==> src/rtl/psram_pkg.sv <==
// Shared constants, state encoding and frame builder for the SPI-mode PSRAM controllers.
package psram_pkg;
  localparam logic [7:0] CMD_RST_EN = 8'h66;
  localparam logic [7:0] CMD_RST    = 8'h99;
  localparam logic [7:0] CMD_WRITE  = 8'h02;
  localparam logic [7:0] CMD_READ   = 8'h03;

  localparam int FRAME_BITS    = 40;
  localparam int CE_GAP_CYCLES = 2;
  localparam int ADDR_BITS     = 23;
  localparam int CNT_W         = $clog2(FRAME_BITS + 1);
  localparam int GAP_W         = 2;
  localparam int RX_FIRST_BIT  = FRAME_BITS - 8;

  typedef enum logic [1:0] {
    ST_IDLE  = 2'd0,
    ST_SHIFT = 2'd1,
    ST_GAP   = 2'd2
  } state_t;

  // Frame layout: command, address bit 23 (always 0 on an 8 MB part), 23-bit address, payload.
  function automatic logic [FRAME_BITS-1:0] build_frame(input logic             we,
                                                        input logic [ADDR_BITS-1:0] addr,
                                                        input logic [7:0]       wdata);
    return we ? {CMD_WRITE, 1'b0, addr, wdata} : {CMD_READ, 1'b0, addr, 8'h00};
  endfunction
endpackage

==> src/rtl/psram_byte_ctrl_if.sv <==
// Request/response bus between a host and the single-byte PSRAM controller.
interface psram_byte_ctrl_if;
  import psram_pkg::*;

  logic                 req_valid;
  logic                 req_ready;
  logic                 req_we;
  logic [ADDR_BITS-1:0] req_addr;
  logic [7:0]           req_wdata;
  logic                 done;
  logic [7:0]           rdata;

  modport master (
    output req_valid, req_we, req_addr, req_wdata,
    input  req_ready, done, rdata
  );

  modport slave (
    input  req_valid, req_we, req_addr, req_wdata,
    output req_ready, done, rdata
  );
endinterface

==> src/rtl/psram_sclk_gate.sv <==
// Glitch-free PSRAM clock: enable captured on the falling edge, then ANDed with the system clock.
module psram_sclk_gate (
  input  logic clk,
  input  logic rst_n,
  input  logic en_req,
  output logic sclk
);
  logic en_q;
  logic en_d;

  always_comb begin
    en_d = en_req;
  end

  // Changing the enable only while clk is low keeps sclk free of runt pulses.
  always_ff @(negedge clk or negedge rst_n) begin
    if (!rst_n) en_q <= 1'b0;
    else        en_q <= en_d;
  end

  assign sclk = clk & en_q;
endmodule

==> src/rtl/psram_byte_ctrl.sv <==
// Single-byte read/write controller for an SPI-mode PSRAM: one 40-bit frame per request.
module psram_byte_ctrl
  import psram_pkg::*;
(
  input  logic             sys_clk,
  input  logic             sys_reset_n,
  input  logic             init_done,
  psram_byte_ctrl_if.slave bus,
  output logic             ce_n,
  output logic             sclk,
  output logic             psram_si,
  input  logic             psram_so
);
  state_t                state_q, state_d;
  logic [FRAME_BITS-1:0] frame_q, frame_d;
  logic [CNT_W-1:0]      bit_cnt_q, bit_cnt_d;
  logic [GAP_W-1:0]      gap_cnt_q, gap_cnt_d;
  logic                  is_read_q, is_read_d;
  logic [7:0]            rx_q, rx_d;
  logic [7:0]            rdata_q, rdata_d;
  logic                  ce_n_q, ce_n_d;
  logic                  done_q, done_d;
  logic                  si_q, si_d;
  logic                  accept;
  logic                  shift_en;

  // Held low while reset is asserted even though the state already reads IDLE.
  assign bus.req_ready = sys_reset_n && init_done && (state_q == ST_IDLE);
  assign accept        = bus.req_valid && bus.req_ready;
  assign shift_en      = (state_q == ST_SHIFT) && (bit_cnt_q != CNT_W'(FRAME_BITS));

  always_comb begin
    state_d   = state_q;
    frame_d   = frame_q;
    bit_cnt_d = bit_cnt_q;
    gap_cnt_d = gap_cnt_q;
    is_read_d = is_read_q;
    rx_d      = rx_q;
    rdata_d   = rdata_q;
    ce_n_d    = ce_n_q;
    done_d    = 1'b0;
    case (state_q)
      ST_IDLE: begin
        if (accept) begin
          frame_d   = build_frame(bus.req_we, bus.req_addr, bus.req_wdata);
          is_read_d = !bus.req_we;
          bit_cnt_d = '0;
          rx_d      = '0;
          ce_n_d    = 1'b0;
          state_d   = ST_SHIFT;
        end
      end
      ST_SHIFT: begin
        if (shift_en) begin
          frame_d   = {frame_q[FRAME_BITS-2:0], 1'b0};
          bit_cnt_d = bit_cnt_q + 1'b1;
          if (is_read_q && (bit_cnt_q >= CNT_W'(RX_FIRST_BIT)))
            rx_d = {rx_q[6:0], psram_so};
        end else begin
          ce_n_d  = 1'b1;
          done_d  = 1'b1;
          if (is_read_q) rdata_d = rx_q;
          // The IDLE cycle in which the next handshake forms is the last deselect cycle.
          gap_cnt_d = GAP_W'(CE_GAP_CYCLES - 2);
          state_d   = ST_GAP;
        end
      end
      ST_GAP: begin
        if (gap_cnt_q == '0) state_d = ST_IDLE;
        else                 gap_cnt_d = gap_cnt_q - 1'b1;
      end
      default: state_d = ST_IDLE;
    endcase
  end

  always_ff @(posedge sys_clk or negedge sys_reset_n) begin
    if (!sys_reset_n) begin
      state_q   <= ST_IDLE;
      frame_q   <= '0;
      bit_cnt_q <= '0;
      gap_cnt_q <= '0;
      is_read_q <= 1'b0;
      rx_q      <= '0;
      rdata_q   <= '0;
      ce_n_q    <= 1'b1;
      done_q    <= 1'b0;
    end else begin
      state_q   <= state_d;
      frame_q   <= frame_d;
      bit_cnt_q <= bit_cnt_d;
      gap_cnt_q <= gap_cnt_d;
      is_read_q <= is_read_d;
      rx_q      <= rx_d;
      rdata_q   <= rdata_d;
      ce_n_q    <= ce_n_d;
      done_q    <= done_d;
    end
  end

  // Serial data launches half a cycle ahead of each sclk rising edge.
  always_comb begin
    si_d = shift_en ? frame_q[FRAME_BITS-1] : 1'b0;
  end

  always_ff @(negedge sys_clk or negedge sys_reset_n) begin
    if (!sys_reset_n) si_q <= 1'b0;
    else              si_q <= si_d;
  end

  psram_sclk_gate u_sclk_gate (
    .clk    (sys_clk),
    .rst_n  (sys_reset_n),
    .en_req (shift_en),
    .sclk   (sclk)
  );

  assign ce_n      = ce_n_q;
  assign psram_si  = si_q;
  assign bus.done  = done_q;
  assign bus.rdata = rdata_q;
endmodule

==> src/flat_wrapper.sv <==
// flat-port wrapper written by rule: the top's interface ports become plain ports
module psram_byte_ctrl_flat import psram_pkg::*;
  (sys_clk, sys_reset_n, init_done, ce_n, sclk, psram_si, psram_so, bus_req_valid, bus_req_we, bus_req_addr, bus_req_wdata, bus_req_ready, bus_done, bus_rdata);
  psram_byte_ctrl_if bus_i ();
  input  logic sys_clk;
  input  logic sys_reset_n;
  input  logic init_done;
  output logic ce_n;
  output logic sclk;
  output logic psram_si;
  input  logic psram_so;
  input wire logic [$bits(bus_i.req_valid)-1:0] bus_req_valid;
  input wire logic [$bits(bus_i.req_we)-1:0] bus_req_we;
  input wire logic [$bits(bus_i.req_addr)-1:0] bus_req_addr;
  input wire logic [$bits(bus_i.req_wdata)-1:0] bus_req_wdata;
  output wire logic [$bits(bus_i.req_ready)-1:0] bus_req_ready;
  output wire logic [$bits(bus_i.done)-1:0] bus_done;
  output wire logic [$bits(bus_i.rdata)-1:0] bus_rdata;
  assign bus_i.req_valid = bus_req_valid;
  assign bus_i.req_we = bus_req_we;
  assign bus_i.req_addr = bus_req_addr;
  assign bus_i.req_wdata = bus_req_wdata;
  assign bus_req_ready = bus_i.req_ready;
  assign bus_done = bus_i.done;
  assign bus_rdata = bus_i.rdata;
  psram_byte_ctrl u_core (.sys_clk(sys_clk), .sys_reset_n(sys_reset_n), .init_done(init_done), .bus(bus_i), .ce_n(ce_n), .sclk(sclk), .psram_si(psram_si), .psram_so(psram_so));
endmodule
==> config.mk <==
export PLATFORM = sky130hd
export DESIGN_NAME = psram_byte_ctrl_flat
export DESIGN_NICKNAME = d
export VERILOG_FILES = /design/src/rtl/psram_pkg.sv /design/src/rtl/psram_byte_ctrl_if.sv /design/src/rtl/psram_sclk_gate.sv /design/src/rtl/psram_byte_ctrl.sv /design/src/flat_wrapper.sv
export SDC_FILE = /design/constraint.sdc
export NUM_CORES = 1
export LEC_CHECK = 0
export ABC_AREA = 1
export ABC_CLOCK_PERIOD_IN_PS = 2500
export BUFFER_PORTS_ARGS = -buffer_cell sky130_fd_sc_hd__buf_2
export CAP_MARGIN = 20
export CORE_ASPECT_RATIO = 0.9
export CORE_UTILIZATION = 40
export CTS_CLUSTER_SIZE = 28
export DETAILED_ROUTE_END_ITERATION = 10
export HOLD_SLACK_MARGIN = 0.02
export PLACE_DENSITY = 0.68
export SLEW_MARGIN = 5
export SYNTH_ARGS = -nofsm -noshare
export SYNTH_HDL_FRONTEND = slang
export SYNTH_HIERARCHICAL = 1
export SYNTH_SLANG_ARGS = --single-unit
==> constraint.sdc <==
create_clock -name sys_clk -period 2.5 [get_ports sys_clk]
set_input_delay 0.125 -clock sys_clk [delete_from_list [all_inputs] [get_ports sys_clk]]
set_output_delay 0.125 -clock sys_clk [all_outputs]
set_load 0.01 [all_outputs]
==> results.yml <==
global_routing:
  track_usage_pct: 17.6
  grt_pass1_wl_um: 11900
  grt_overflow: 0
  antenna_found_initial: 0
  grt_max_degree: 72
  grt_pass1_vias: 2670
pwr:
  p_per_area_nw_per_um2: 1090
  leakagePower_uw: 0.00207
  ir_drop_mv: 0.436
routing:
  postRouteAntennaNets: 0
  drc: 0
  wirelength_met1_um: 3370
  wl_met3_um: 215
  viasPerCell: 4.84
  routed_wl_um: 6910
  drtIter0Drc: 135
  met2WireLength_um: 3230
  vias: 2760
  dr.pass1.iters: 4
  wire_per_inst_um: 12.1
  top_layer_used: "met4"
placement:
  port_buffers: 49
  place_hpwl_um: 4450
  gp_congestion: 0.753
timing:
  tightest_slew_ns: 0.647
  rsz0062_at_grt: "no"
  setup_violations: 0
  skew_ns: 0.00813
  whs_ns: 0.0281
  drv_slew: 0
  setup_tns_ns: 0
  relSlewSlack_pct: 56.8
  hold_violations: 0
yosys:
  synth_area_leaders: "dfrtp_1, nand2_1, inv_1"
  synth-seq-area-share_pct: 52.3
  syn_nets: 437
  ys_ff_latch: 71
  synth_warnings: 6
  synth_area_um2: 3400
  synth_top_area_share_pct: 50.1
  synthDistinctLibCells: 28
  synth_top_area_cell: "dfrtp_1"
  syn_inst: 397
  syn_avg_cell_area_um2: 8.56
clock_tree:
  insertion_delay_ns: 0.44
  cts_tree: "yes"
  clk_pin_slew_ns: 0.07
  post_cts_buffers: 0
cells_and_area:
  final_common_cell: "nand2_1"
  final_cell_mix: "nand2_1, dfrtp_1, inv_1"
  antenna_cells: 0
  area_growth_pct: 22.0
  drive_above_1_share_pct: 22.9
  nets: 506
flow_run:
  drv_cap: 0
die:
  die-area_um2: 8870
  start_util_pct: 41.7
  num_io_pins: 50
  dieHeight_um: 89.5
  coreArea_um2: 8150
  rows: 31
  die_width_um: 99.2
worst_setup_path:
  worstPathRequired_ns: 2.38
  startpoint_type: "register"
  cp_max_fo: 1
  arrival_ns: 2.29
  worstSetupPathType: "register to primary output"
  worstSetupEndpointType: "primary output"
hold_path:
  min-delay-path-class: "primary input to register"
run_status:
  status: "finished clean"
## area by class of cell
class / count / area, µm²
Fill cell: 759 / 4000
Inverter: 59 / 221
Clock inverter: 4 / 68.8
Tap cell: 99 / 124
Clock buffer: 17 / 205
Sequential cell: 71 / 1780
Multi-Input combinational cell: 246 / 1270
Timing Repair Buffer: 74 / 483
## worst max-delay path, cell delays in order, from the launching register on
cell	delay, ns
dfrtn_1	0.39
nand2_1	0.06
inv_1	0.04
buf_2	0.12
## state kept, by name, summed over array words and instances, names as in the netlist
name,count
u_core/is_read_q,1
u_core/frame_q,40
u_core/state_q,2
u_core/rx_q,8
u_core/u_sclk_gate/en_q,1
u_core/bit_cnt_q,6
u_core/bus.rdata,8
u_core/psram_si,1
u_core/gap_cnt_q,2
u_core/ce_n,1
u_core/bus.done,1
## path summary, 6_finish.rpt
kind | slack (ns) | end | depth (start not counted) | startpoint
setup reg to reg | 0.10 | u_core/psram_si | 7 | u_core/bit_cnt_q[0]
setup / recovery | 0.08 | sclk | 3 | u_core/u_sclk_gate/en_q
min in group asynchronous | 0.13 | u_core/frame_q[29] | 2 | sys_reset_n
max in group asynchronous | 0.93 | u_core/u_sclk_gate/en_q | 2 | sys_reset_n
hold reg to reg | 0.46 | u_core/ce_n | 2 | u_core/ce_n
hold / removal | 0.03 | u_core/frame_q[9] | 5 | bus_req_addr[1]
## metrics by stage
step / power, µW / instance area [µm²] / worst slack, ns / util, % / instances
final: 4520 / 4150 / 0.0832 / 50.9 / 570
after global routing: 4900 / 4150 / 0.0102 / 50.9 / 570
after CTS: 4560 / 4150 / 0.0581 / 50.9 / 570
after detailed placement: 3350 / 3690 / 0.103 / 45.3 / 532
after global placement: 3300 / 3690 / 0.144 / 45.3 / 532
after floorplan: 3060 / 3410 / 0.00245 / - / 397
## synthesized netlist by cell type
| cell | instances |
|---|---|
| xnor2_1 | 1 |
| buf_6 | 6 |
| dfrtn_1 | 2 |
| nand3_1 | 25 |
| o21ai_0 | 26 |
| buf_2 | 8 |
| nand2_1 | 93 |
| o22ai_2 | 7 |
| a21oi_1 | 2 |
| nor2_4 | 2 |
| nand3b_1 | 1 |
| nor2_2 | 2 |
| clkbuf_1 | 5 |
| ha_1 | 3 |
| dfstp_2 | 1 |
| o21bai_1 | 1 |
| inv_2 | 6 |
| o21ai_1 | 38 |
| nand2_2 | 3 |
| inv_1 | 54 |
| nor3_1 | 1 |
| buf_1 | 1 |
| dfrtp_1 | 68 |
| nand2_4 | 1 |
| nor2_1 | 17 |
| nand4_1 | 9 |
| o21ai_2 | 12 |
| xor2_1 | 2 |
## what timing repair did
action,in CTS,in global routing
endpoints found under the hold margin,58,0
hold buffers,19,0
resized for setup,0,1
setup endpoints to repair,0,1
## routing by layer
metal  GRT usage, %  vias up
met5              0        -
met4           9.76        0
met3           5.47        8
met2           28.5       43
met1           21.2     1303
li1               -     1406
## logic make-up after synthesis
| logic type | after synthesis | synth area share [%] |
|---|---|---|
| buffers and inverters | 80 | 10.5 |
| xor gates and xnor gates | 3 | 0.773 |
| DFF | 71 | 52.3 |
| adders and majority gates | 3 | 1.10 |
| AOI/OAI and AO/OA | 86 | 15.6 |
| and+or+nand+nor | 154 | 19.8 |
## where the power goes
group	switching, µW	leakage (µW)	internal, µW
clock	456	0.000149	734
combinational	1030	0.00101	573
sequential	169	0.000917	1550
total	1660	0.00207	2860
(Power assumes the default switching activity.)
